`src/rtl/traffic_light_ctrl.sv`:
```
// traffic_light_ctrl: phase sequencer for a two-road intersection with a
// pedestrian walk phase and a night flashing mode. It sits between the board
// inputs (sensor, button, switch) and the 5-bit countdown Timer.
//
// Timer load handshake: start_timer is a single-cycle pulse and value is only
// meaningful while start_timer=1 (it reads 0 otherwise). There is no back-pressure:
// the Timer always accepts the load on that edge. Completion comes back as the
// level signal expired. That signal is trusted only from the second WAIT cycle
// onward, because the Timer clears a stale expired one cycle after it samples
// the load.
module traffic_light_ctrl #(
    parameter logic [4:0] T_BASE = 5'd6,
    parameter logic [4:0] T_EXT  = 5'd3,
    parameter logic [4:0] T_YEL  = 5'd2
) (
    input  logic       clock,
    input  logic       reset,
    input  logic       sensor,
    input  logic       walk_request,
    input  logic       night,
    input  logic       expired,
    input  logic       one_hz_enable,
    output logic [4:0] value,
    output logic       start_timer,
    output logic [2:0] main_lights,
    output logic [2:0] side_lights,
    output logic       walk_light,
    output logic [3:0] fsm_state
);

    typedef enum logic [3:0] {
        S_INIT, S_MG, S_MGX, S_MY, S_WALK, S_SG, S_SGX, S_SY, S_FLASH
    } state_t;

    // LOAD issues the Timer pulse; WAIT1 is the blind cycle; WAIT honours expired.
    typedef enum logic [1:0] {PH_LOAD, PH_WAIT1, PH_WAIT} phase_t;

    state_t     state, state_next;
    phase_t     phase, phase_next;
    logic       walk_pending, walk_pending_next;
    logic       flash_on, flash_on_next;
    logic [4:0] duration;

    assign fsm_state = state;

    // State, sub-phase, pending walk and flash phase registers.
    always_ff @(posedge clock or negedge reset) begin
        if (!reset) begin
            state        <= S_INIT;
            phase        <= PH_LOAD;
            walk_pending <= 1'b0;
            flash_on     <= 1'b1;
        end else begin
            state        <= state_next;
            phase        <= phase_next;
            walk_pending <= walk_pending_next;
            flash_on     <= flash_on_next;
        end
    end

    // Next state: sub-phase stepping, expiry decisions, night mode and walk latch.
    always_comb begin
        state_next        = state;
        phase_next        = phase;
        walk_pending_next = walk_pending;
        flash_on_next     = flash_on;

        if (walk_request && state != S_WALK) begin
            walk_pending_next = 1'b1;
        end

        case (state)
            S_INIT: state_next = S_MG;
            S_FLASH: begin
                // Leave through main yellow so main traffic never jumps to green.
                if (!night) begin
                    state_next = S_MY;
                end else if (one_hz_enable) begin
                    flash_on_next = ~flash_on;
                end
            end
            default: begin
                case (phase)
                    PH_LOAD:  phase_next = PH_WAIT1;
                    PH_WAIT1: phase_next = PH_WAIT;
                    default: begin
                        if (expired) begin
                            case (state)
                                S_MG:    state_next = night ? S_FLASH : (sensor ? S_MY : S_MGX);
                                S_MGX:   state_next = S_MY;
                                // A request in the expiry cycle itself still counts.
                                S_MY:    state_next = (walk_pending || walk_request) ? S_WALK : S_SG;
                                S_WALK:  state_next = S_SG;
                                S_SG:    state_next = sensor ? S_SGX : S_SY;
                                S_SGX:   state_next = S_SY;
                                S_SY:    state_next = S_MG;
                                default: state_next = S_INIT;
                            endcase
                        end
                    end
                endcase
            end
        endcase

        // Every state entry starts in LOAD with the flasher at its lit phase.
        if (state_next != state) begin
            phase_next    = PH_LOAD;
            flash_on_next = 1'b1;
            if (state_next == S_WALK) begin
                walk_pending_next = 1'b0;
            end
        end
    end

    // Output decode from registered state only: lamps, walk lamp, Timer load.
    always_comb begin
        main_lights = 3'b100;
        side_lights = 3'b100;
        walk_light  = 1'b0;
        duration    = 5'd0;
        case (state)
            S_MG:   begin main_lights = 3'b001; duration = T_BASE; end
            S_MGX:  begin main_lights = 3'b001; duration = T_EXT;  end
            S_MY:   begin main_lights = 3'b010; duration = T_YEL;  end
            S_WALK: begin walk_light  = 1'b1;   duration = T_EXT;  end
            S_SG:   begin side_lights = 3'b001; duration = T_BASE; end
            S_SGX:  begin side_lights = 3'b001; duration = T_EXT;  end
            S_SY:   begin side_lights = 3'b010; duration = T_YEL;  end
            S_FLASH: begin
                main_lights = flash_on ? 3'b010 : 3'b000;
                side_lights = flash_on ? 3'b010 : 3'b000;
            end
            default: ;
        endcase
        start_timer = (state != S_INIT) && (state != S_FLASH) && (phase == PH_LOAD);
        value       = start_timer ? duration : 5'd0;
    end

endmodule

```
`config.mk`:
```
export PLATFORM = sky130hd
export DESIGN_NAME = traffic_light_ctrl
export DESIGN_NICKNAME = d
export VERILOG_FILES = /design/src/rtl/traffic_light_ctrl.sv
export SDC_FILE = /design/constraint.sdc
export NUM_CORES = 1
export LEC_CHECK = 0
export CAP_MARGIN = 20
export CORE_MARGIN = 3
export CORE_UTILIZATION = 43
export CTS_CLUSTER_SIZE = 14
export DETAILED_ROUTE_END_ITERATION = 10
export PLACE_DENSITY_LB_ADDON = 0.1
export SYNTH_ARGS = -nofsm -noshare
export SYNTH_HDL_FRONTEND = slang
export SYNTH_SLANG_ARGS = --single-unit
```
`constraint.sdc`:
```
create_clock -name clock -period 1.35 [get_ports clock]
set_input_delay 0.27 -clock clock [delete_from_list [all_inputs] [get_ports clock]]
set_output_delay 0.27 -clock clock [all_outputs]
set_load 0.005 [all_outputs]
```
# Word-level counts from Yosys, hierarchy flattened
# Cells that the tools add are included.
# Widths: inputs -> output; s select.
[totals]
ff_bits = 8
in_bits = 7
output_inout_bits = 17
word_cells = 64
[op_classes]
eq_ne = 14
muxes = 25
bitwise = 1
reduce_logical = 20
[op_table]
columns = ["cell", "count"]
rows = [
  ["$pmux 4 s7", 1],
  ["$pmux 3 s3", 3],
  ["$eq 4x3->1 const B", 5],
  ["$mux 4", 4],
  ["$reduce_or 2->1", 6],
  ["$mux 1", 11],
  ["$eq 4x2->1 const B", 2],
  ["$pmux 4 s2", 1],
  ["$mux 2", 3],
  ["$reduce_bool 2->1", 3],
  ["$mux 5", 1],
  ["$eq 4x1->1 const B", 1],
  ["$eq 4x4->1 const B", 1],
  ["$logic_not 4->1", 1],
  ["$ne 4x3->1 const B", 1],
  ["$ne 4x4->1", 1],
  ["$ne 4x4->1 const B", 1],
  ["$pmux 2 s2", 1],
  ["$reduce_bool 4->1", 1],
  ["$logic_and 1x1->1", 3],
  ["$reduce_and 3->1", 1],
  ["$reduce_bool 3->1", 1],
  ["$reduce_or 3->1", 1],
  ["$eq 2x1->1 const B", 1],
  ["other kinds (5)", 5],
]

# Depth between registers and ports, before layout
# Gate-level depths: netlist of run 1.
[logic_depth]
word_depth = 9
depth_mapped = 5
ltp_nobuf = 3

# Worst setup path after synthesis of run 1
# No wires, ideal clock.
[synth_path]
path_kind = "reg2out"
start = "register state[3], in the netlist fsm_state[3]"
end = "output value[2]"
t_arrival_ns = 1.129
t_required_ns = 1.080
slack_ns = -0.049
stages_incl_launch_ff = 4
path_buffers = 1
cell_sequence = "dfrtp_1 -> buf_6 -> or3_1 -> nor3b_1"
[synth_between]
elab_chain_cells = 4
elab_cells_between_ends = 16
classes_between = "eq/ne (8); mux (2); reduce/logical (6)"
[synth_rtl]
columns = ["item", "line", "text"]
rows = [
  ["start, declared", "38", "state_t state, state_next;"],
  ["start signal, assigned", "54", "state <= state_next;"],
  ["$eq 4x3->1, or another cell as far along", "121", "case (state)"],
  ["$reduce_or 3->1 (no source line), or another cell as far along", "n/a", ""],
  ["$pmux 3 s3 / $logic_and 1x1->1 (equally long branches)", "121, 135", ""],
  ["$mux 5 *", "136", "value = start_timer ? duration : 5'd0;"],
  ["end, declared", "23", "output logic [4:0] value,"],
]
# Mark *: on every way between the ends. The rest lies on a longest branch, timed or not.

# Final worst setup path of run 1
[layout_path]
start = "register state[1], in the netlist fsm_state[1]"
end = "output side_lights[1]"
[layout_between]
elab_chain_cells = 3
elab_cells_between_ends = 6
classes_between = "eq/ne (4); mux (1); reduce/logical (1)"
[layout_rtl]
columns = ["item", "line", "text"]
rows = [
  ["$eq 4x3->1", "121", ""],
  ["$reduce_or 2->1 (no source line)", "n/a", ""],
  ["$pmux 3 s3 *", "121", ""],
  ["end, declared", "26", "output logic [2:0] side_lights,"],
]
# Marks and branches as above.

==> results of run 1 <==
[power breakdown]
part | switching [W] | internal, W | total (W) | leakage (nW)
Combinational | 0.00120 | 0.00140 | 0.00260 | 0.484
Clock | 0.000109 | 0.000115 | 0.000223 | 0.0150
Sequential | 0.000104 | 0.000346 | 0.000450 | 0.0905
Total | 0.00141 | 0.00186 | 0.00327 | 0.590
[worst max path at each step]
stage / startpoint / depth (start not counted) / end / slack [ps]
after floorplan: fsm_state[3] / 3 / value[0] / -20
after global placement: fsm_state[3] / 3 / value[2] / -370
after detailed placement: fsm_state[3] / 3 / value[2] / -380
after CTS: fsm_state[3] / 3 / value[2] / -270
after global routing: fsm_state[1] / 5 / side_lights[1] / -380
final: fsm_state[1] / 5 / side_lights[1] / -340
[area by class of cell]
cell class | count | share of cell area [%]
repair buffers | 61 | 39.6
flip-flops and latches | 8 | 16.1
multi-input cells | 62 | 40.2
clock buffers | 4 | 2.07
well taps | 15 | 1.48
inverters | 2 | 0.591
[sequential cells by signal (all words and copies together), names as in the netlist]
signal	cells
fsm_state	4
walk_pending	1
flash_on	1
phase	2
[metal layers]
metal / routed length [um] / part of all wire [%] / global-route usage [%]
met5: 0 / 0 / 0
met1: 1070 / 36 / 33.5
met2: 1540 / 51 / 60.2
met4: 170 / 5.7 / 19.9
met3: 209 / 7.0 / 7.51
[metrics by stage]
step	cells	utilization, %	total power, W	TNS (ps)	cell area [sq um]
global placement	130	71.9	0.00218	-4180	993
detailed placement	130	71.9	0.00222	-4590	993
finish	152	91.9	0.00327	-3860	1270
CTS	151	89.0	0.00296	-2830	1230
floorplan	81	-	0.00132	-36.7	678
global route	152	91.9	0.00345	-4690	1270
[Yosys cell counts, types with 2 or more instances]
cell type	number	share of area (%)
or4_1	2	2.2
o21ai_0	4	3.0
nand2b_1	3	2.8
inv_1	2	1.1
xnor2_1	2	2.6
a211oi_1	2	2.2
a2bb2oi_1	2	2.6
buf_4	4	4.5
nand2_1	7	3.9
dfrtp_1	7	26
a21oi_1	4	3.0
nor3_1	6	4.5
nor2_1	7	3.9
buf_6	4	6.7
o2bb2ai_1	2	2.6
[what timing repair did]
item | in CTS | in global routing
resized for setup | 98 | 9
endpoints found under the setup margin | 19 | 22
pin swaps | 15 | 4
setup buffers | 18 | 4
[kinds of logic (layout without fill, tap and decap cells)]
logic type      Yosys count  in the layout  share of synthesized area [%]
buf+inv                  11             67                           12.9
mux                       1              1                           1.68
flops                     8              8                           30.1
compound gates           21             21                           21.5
xor+xnor                  2              2                           2.62
simple gates             36             36                           30.7
other cells               1              2                          0.560
[worst reg2reg max path, stage by stage, from the launching register on]
cell and delay, ps:
dfrtp_2 440, buf_6 130, buf_6 120, and4b_2 190, or4_1 460, o21ai_1 140
==> results.toml, run 1 <==
[outcome]
run_status = "finished with violations"
violations = "setup timing"

[route]
drt_first_iter_violations = 30
route.final.wire_length_um = 3000
drt_first_pass_iters = 4
detailroute.via_count = 910
final_antenna_net_count = 0
final_routed_wire_length_divided_by_cell_count_um = 19.7
drt_drc_violations_left = 0
drt-vias-per-instance = 5.99

[finish]
layout.cells.most_common = "buf_4"
diodes = 0
area.growth.synth_to_final_pct = 89.7
share_of_final_layout_standard_cells_stronger_than_drive_strength_1_pct = 63.5
seq_area_sq_um = 204
leading_cell_types_in_the_layout_fill_and_taps_excluded = "27 x buf_4, 16 x buf_6, 12 x buf_2"
nets = 145
layout.filler_cells = 56
multi_input_comb_area_sq_um = 510

[clocking]
clockRootBuffer = "clkbuf_4"
cts_tree = "built"
clock_sinks = 8
clock_tree.buffer_depth = 2
ctsHoldBuffers = 0
clk_latency_ps = 280
cts-buffers-inserted = 3
htree_levels = 1
clk_transition_reported_paths_ps = 70

[flow_run]
max_cap_violations = 0

[placed_design]
dp_hpwl_um = 1440
pre_cts_setup_slack_ps = -385
finalWeightedCongestion = 0.816
place.port_buffers = 21

[sta]
final-hold-violation-count = 0
min_period_over_period_pct = 125
finalHoldWorstSlack_ps = 278
timing.final.ws_setup_ps = -344
layout_min_cycle_time_ps = 1690
timing.final.setup_violations = 19
final_max_slew_viol_count = 0
setup_repair_after_global_routing_missed_its_margin = "true"
timing.fmax_mhz = 590
finClkSkew_ps = 10.6

[die]
die_x_um = 45.5
die_height_um = 45.5
io_pins = 24
core_sq_um = 1380
row_count = 13
design.die.area_sq_um = 2070
initial_cell_density_of_the_core_pct = 48.4

[global_routing]
largest_net_degree_at_the_start_of_global_routing = 10
first_global_vias = 897
globalRouteOverflowTotal = 0
wire_length_of_the_first_global_routing_pass_um = 4530
grt_usage_pct = 33.1
grt_antenna_before_repair = 0

[setup_path]
endpoint_kind = "output port"
critical_path.max_stage_delay_ps = 470
worst_setup_path_start_kind = "register"
regToRegEndpoint = "fsm_state[0]"
timing.rr.start = "fsm_state[0]"
cp_data_required_time_ps = 1080
path_cells = "nor3_2 -> buf_4 -> nand2_1 -> o21ai_1 -> buf_2"
criticalPathCategory = "register to output port"
timing.reg2reg.setup_slack_ps = -210
reg2reg_depth = 5
worstPathBufferInverterCount = 2
worst-endpoint-arrival_ps = 1420
cpLargestDelayFamily = "flip-flops"
critical_path.slowest_cell = "dfrtp_2"
critPathMaxFanout = 6

[pwr]
irDropWorstVdd_mv = 1.53
static_leakage_nw = 0.590
p_per_area_nw_per_um2 = 2580

[yosys]
netlist_area_sq_um = 669
fraction_of_the_yosys_area_taken_by_sequential_cells_pct = 30.1
total_number_of_yosys_warnings = 0
edff_count_synth = 0
synthesis_stage_register_bit_count = 8
yosys.cell_types.count = 37
postSynthCellCount = 80
ys_dominant_reg_cell = "dfrtp_1"
synth_async_sr_flop_share_pct = 100
syn_avg_cell_area_sq_um = 8.37

[min_path]
hold_path.class = "input pin to asynchronous set/reset pin"
(Power assumes the default switching activity.)
==> run 2, diff against run 1 <==
Settings changed: PLACE_DENSITY set to 0.77, PLACE_DENSITY_LB_ADDON 0.1 to unset.
==> run 2 against run 1 <==
Synthesized cell count stayed put. The run now fails in global routing (5_1_grt). Synthesized area is the same.
==> results.toml, run 2 <==
[yosys]
syn_avg_cell_area_sq_um = 8.37
ys_dominant_reg_cell = "dfrtp_1"
fraction_of_the_yosys_area_taken_by_sequential_cells_pct = 30.1
netlist_area_sq_um = 669
edff_count_synth = 0
synth_top_cells_by_count = "7 x dfrtp_1, 7 x nand2_1, 7 x nor2_1, 6 x nor3_1"
synthesis_stage_register_bit_count = 8
synth_top_cell_area_share_pct = 26.2
post_synth_main_area_contributors = "dfrtp_1 26%, buf_6 6.7%, nor3_1 4.5%, buf_4 4.5%, dfstp_2 3.9%"
total_number_of_yosys_warnings = 0
postSynthCellCount = 80
netlist.top_cell.by_area = "dfrtp_1"
synth_async_sr_flop_share_pct = 100
yosys.cell_types.count = 37

[global_routing]
largest_net_degree_at_the_start_of_global_routing = 12

[outcome]
stop_error = "[ERROR DPL-0038] Utilization greater than 100%, impossible to legalize"
run_status = "aborted with a tool error"
lastStage = "global routing (5_1_grt)"

[placed_design]
dp_hpwl_um = 1370
finalWeightedCongestion = 0.801
placedInstanceArea_sq_um = 1000
place.port_buffers = 21
placed_cells_incl_taps = 131

[clocking]
htree_levels = 1
clockRootBuffer = "clkbuf_4"
clock_tree.buffer_depth = 2
clock_sinks = 8
ctsHoldBuffers = 0
cts-buffers-inserted = 3

[die]
row_count = 13
io_pins = 24
die_x_um = 45.5
die_height_um = 45.5
initial_cell_density_of_the_core_pct = 48.4

[sta]
gr_repair_worst_ep = "main_lights[0]"
worstEndpointType = "top-level output"
run 2: cell counts after synthesis:
No cell type changed its count.
run 2: repair_timing:
item                       CTS
pin swaps                   13
resized for setup          112
setup endpoints to repair   21
setup buffers               22
run 2: through the flow:
| step | hold slack (ps) | setup slack, ps |
|---|---|---|
| 3_3_place_gp | 522 | -352 |
| 3_5_place_dp | 541 | -386 |
| 2_1_floorplan | -25.6 | -19.1 |
| 4_1_cts | 302 | -289 |
run 2: cell families after synthesis:
group	after synthesis	share of synthesized area [%]
xor gates and xnor gates	2	2.62
other	1	0.560
AOI/OAI and AO/OA	21	21.5
buffers and inverters	11	12.9
DFF	8	30.1
muxes	1	1.68
and+or+nand+nor	36	30.7
==> run 3, diff against run 2 <==
Settings changed: CORE_AREA set to 3 3 64 66, CORE_MARGIN 3 to unset, CORE_UTILIZATION 43 to unset, CTS_CLUSTER_SIZE 14 to unset, DIE_AREA set to 0 0 67 69, PLACE_DENSITY 0.77 to unset, PLACE_DENSITY_LB_ADDON set to 0.15.
==> run 3 against run 2 <==
The flow now finishes, with violations (setup timing).
==> results.toml, run 3 (synthesized netlist as in run 1, its figures left out) <==
[pwr]
static_leakage_nw = 0.618
power.share.clock_pct = 9.8
power.share.switching_pct = 39.0
irDropWorstVdd_mv = 0.791
p_per_area_nw_per_um2 = 2370
power.net_switching_w = 0.00126
cell_internal_pwr_w = 0.00198
power.sequential.fraction_pct = 14.2
combPwrFrac_pct = 76.0
power.total_w = 0.00324

[sta]
final.setup.tns_ps = -3340
timing.final.setup_violations = 18
final-hold-violation-count = 0
finClkSkew_ps = 7.10
setup_repair_after_global_routing_missed_its_margin = "true"
min_period_over_period_pct = 124
finalHoldWorstSlack_ps = 350
layout_min_cycle_time_ps = 1680
final_max_slew_viol_count = 0
timing.fmax_mhz = 597
timing.final.ws_setup_ps = -325

[route]
final_antenna_net_count = 0
detailroute.via_count = 816
final_routed_wire_length_divided_by_cell_count_um = 13.1
drt_first_iter_violations = 41
drt-vias-per-instance = 4.34
drt_first_pass_iters = 3
route.final.wire_length_um = 2470
drt_drc_violations_left = 0

[setup_path]
path_cells = "buf_6 -> or3_4 -> nor3b_2 -> buf_2"
cp_data_required_time_ps = 1080
worst_setup_path_start_kind = "register"
critical_path.max_stage_delay_ps = 390
critPathMaxFanout = 3
worstPathBufferInverterCount = 2
worst-endpoint-arrival_ps = 1410
endpoint_kind = "output port"
criticalPathCategory = "register to output port"
cpLargestDelayFamily = "simple AND/OR/NAND/NOR gates"
critical_path.slowest_cell = "dfrtp_1"

[global_routing]
globalRouteOverflowTotal = 0
first_global_vias = 831
largest_net_degree_at_the_start_of_global_routing = 11
wire_length_of_the_first_global_routing_pass_um = 4110
grt_antenna_before_repair = 0
grt_usage_pct = 11.3

[outcome]
run_status = "finished with violations"
violations = "setup timing"

[finish]
finalNonFillerCells = 188
layout.cells.most_common = "buf_6"
layout.filler_cells = 390
area.growth.synth_to_final_pct = 104
largest_register_ff_count = 4
share_of_final_layout_standard_cells_stronger_than_drive_strength_1_pct = 63.6
leading_cell_types_in_the_layout_fill_and_taps_excluded = "24 x buf_6, 21 x buf_4, 11 x buf_2"
nets = 148
diodes = 0

[placed_design]
finalWeightedCongestion = 0.725
placed_cells_incl_taps = 165
place.port_buffers = 21
pre_cts_setup_slack_ps = -414
dp_hpwl_um = 1590

[clocking]
cts_tree = "built"
cts-buffers-inserted = 3
ctsHoldBuffers = 0
clk_latency_ps = 240
clockRootBuffer = "clkbuf_8"
clock_tree.buffer_depth = 2
clock_sinks = 8
clk_transition_reported_paths_ps = 50
htree_levels = 1

[die]
die_x_um = 67
design.die.area_sq_um = 4620
die_height_um = 69
core_sq_um = 3630
initial_cell_density_of_the_core_pct = 18.4
io_pins = 24
row_count = 22

[min_path]
hold_path.class = "input pin to asynchronous set/reset pin"

[flow_run]
max_cap_violations = 0
## run 3: what timing repair did
item	CTS	global route
endpoints found under the setup margin	20	22
gates resized for setup	97	12
buffers inserted	18	4
pin swaps	13	6
## run 3: worst paths after layout
kind	depth (start not counted)	start	slack (ps)	end
worst max-delay path	4	fsm_state[3]	-330	value[2]
worst min-delay path	1	reset	350	walk_pending
worst max register to register	5	fsm_state[0]	-220	fsm_state[0]
worst min register to register	1	walk_pending	570	walk_pending
max in group asynchronous	1	reset	660	flash_on
min in group clock	4	expired	460	fsm_state[2]
## run 3: stage by stage
stage	instance area, sq um	util, %
floorplan	678	-
global placement	1050	28.9
detailed placement	1050	28.9
CTS	1330	36.7
global route	1370	37.6
finish	1370	37.6
## run 3: power groups by stage
stage	logic (W)	clock network (W)	registers, W
6_report	0.00246	0.000317	0.000460
5_1_grt	0.00268	0.000347	0.000474
4_1_cts	0.00235	0.000322	0.000455
3_5_place_dp	0.00180	0	0.000448
3_3_place_gp	0.00180	0	0.000450
2_1_floorplan	0.000889	0	0.000434
## run 3: final cells by class
cell class                 instances  area, sq um  share of cell area [%]
timing repair buffer              64          556                    40.7
inverter                           2         7.51                   0.550
sequential                         8          204                    14.9
clock buffer                       4         45.0                    3.30
tap                               48         60.1                    4.40
multi-input combinational         62          493                    36.1
## run 3: metal layers
metal	vias to the layer above	global-route usage, %	part of all wire [%]
li1	402	-	-
met1	397	15.7	48
met2	17	17.4	47
met3	0	3.75	4.5
met4	0	1.35	0
met5	-	0	0
==> run 4, diff against run 3 <==
Settings changed: ABC_CLOCK_PERIOD_IN_PS set to 1350, SETUP_SLACK_MARGIN set to 0.3.
==> run 4 against run 3 <==
Sequential power about the same. Worst hold slack worse by 14 ps. Power up 0.28%. Die area unchanged. Flip-flop and latch count unchanged. Highest routed layer is now met4. Via count down 1.3%. Final cell count down 0.53%. The flow still finishes with violations (setup timing). Setup slack better by 87 ps. Clock power about the same.
==> results.toml, run 4 (synthesized netlist as in run 1, its figures left out) <==
[sta]
finClkSkew_ps = 4.58
setup_repair_after_global_routing_missed_its_margin = "true"
layout_min_cycle_time_ps = 1590
final.setup.tns_ps = -2500
min_period_over_period_pct = 118
final_max_slew_viol_count = 0
finalHoldWorstSlack_ps = 336
timing.fmax_mhz = 629
timing.final.ws_setup_ps = -239
timing.final.setup_violations = 14
final-hold-violation-count = 0

[route]
final_routed_wire_length_divided_by_cell_count_um = 12.1
drt_drc_violations_left = 0
route.final.wire_length_um = 2270
detailroute.via_count = 805
drt_first_iter_violations = 20
final_antenna_net_count = 0
drt_first_pass_iters = 4
drt-vias-per-instance = 4.30

[min_path]
hold_path.class = "input pin to asynchronous set/reset pin"

[die]
initial_cell_density_of_the_core_pct = 18.4
io_pins = 24
core_sq_um = 3630
die_height_um = 69
design.die.area_sq_um = 4620
row_count = 22
die_x_um = 67

[outcome]
violations = "setup timing"
run_status = "finished with violations"

[setup_path]
regToRegEndpoint = "fsm_state[0]"
cpLargestDelayFamily = "flip-flops"
worstPathBufferInverterCount = 2
cp_data_required_time_ps = 1080
path_cells = "buf_6 -> and2b_1 -> nor2_2 -> nor3_1 -> buf_2"
critical_path.slowest_cell = "dfrtp_2"
worst-endpoint-arrival_ps = 1320
endpoint_kind = "output port"
timing.rr.start = "fsm_state[2]"
timing.reg2reg.setup_slack_ps = -200
worst_setup_path_start_kind = "register"
critPathMaxFanout = 5
criticalPathCategory = "register to output port"
critical_path.max_stage_delay_ps = 440
reg2reg_depth = 5

[global_routing]
grt_antenna_before_repair = 0
first_global_vias = 816
wire_length_of_the_first_global_routing_pass_um = 3880
globalRouteOverflowTotal = 0
largest_net_degree_at_the_start_of_global_routing = 11
grt_usage_pct = 10.9

[finish]
share_of_final_layout_standard_cells_stronger_than_drive_strength_1_pct = 66.2
largest_register_ff_count = 4
nets = 147
diodes = 0
leading_cell_types_in_the_layout_fill_and_taps_excluded = "24 x buf_6, 20 x buf_4, 11 x buf_2"
layout.cells.most_common = "buf_6"
layout.filler_cells = 385
area.growth.synth_to_final_pct = 105

[clocking]
clk_latency_ps = 240
cts-buffers-inserted = 3
cts_tree = "built"
ctsHoldBuffers = 0
htree_levels = 1
clk_transition_reported_paths_ps = 40
clockRootBuffer = "clkbuf_8"
clock_sinks = 8
clock_tree.buffer_depth = 2

[flow_run]
max_cap_violations = 0

[placed_design]
finalWeightedCongestion = 0.817
place.port_buffers = 21
dp_hpwl_um = 1560

[pwr]
static_leakage_nw = 0.609
irDropWorstVdd_mv = 0.593
p_per_area_nw_per_um2 = 2370
## run 4: cell count changes in the layout (fill, tap and decap cells not counted), sizes merged
cell / change
dlygate4sd2: +1
dlymetal6s2s: -1
buf: -1
## run 4: routing by layer
layer	up-vias	routed length (um)	share of wire, %	GRT usage [%]
li1	405	-	-	-
met1	374	954	42	13.4
met2	21	1170	52	17.9
met3	5	80	3.5	0.977
met4	0	62	2.7	6.76
met5	-	0	0	0
## run 4: cell type report
type / instances / area [sq um] / share of cell area [%]
Clock buffer: 4 / 45.0 / 3.28
Inverter: 2 / 7.51 / 0.546
Multi-Input combinational cell: 62 / 512 / 37.2
Sequential cell: 8 / 205 / 14.9
Tap cell: 48 / 60.1 / 4.37
Timing Repair Buffer: 63 / 544 / 39.6
## run 4: power breakdown
group | switching, W | leakage, nW | internal, W
registers | 0.000111 | 0.0893 | 0.000350
logic | 0.00102 | 0.497 | 0.00145
clock network | 0.000108 | 0.0228 | 0.000206
total | 0.00124 | 0.609 | 0.00201
## run 4: stage by stage
step	std cells	setup slack, ps	total power [W]	utilization, %	area [sq um]
global route	187	-312	0.00354	37.8	1370
CTS	184	-248	0.00313	36.4	1320
finish	187	-239	0.00325	37.8	1370
floorplan	81	2.50	0.00146	-	736
global placement	166	-353	0.00239	30.5	1110
detailed placement	166	-371	0.00240	30.5	1110
## run 4: worst max path at each step
stage / startpoint / slack [ps] / to / cells past startpoint
after global routing: fsm_state[1] / -310 / main_lights[1] / 6
after detailed placement: fsm_state[3] / -370 / side_lights[1] / 4
after floorplan: fsm_state[3] / 3 / value[2] / 3
after CTS: fsm_state[1] / -250 / side_lights[2] / 5
final: fsm_state[1] / -240 / main_lights[0] / 5
after global placement: fsm_state[3] / -350 / value[2] / 3
## run 4: timing repair
action | CTS | global route
hold endpoints to repair | 0 | 0
pin swaps | 15 | 11
endpoints found under the setup margin | 23 | 23
gates resized for setup | 87 | 14
setup buffers | 14 | 3
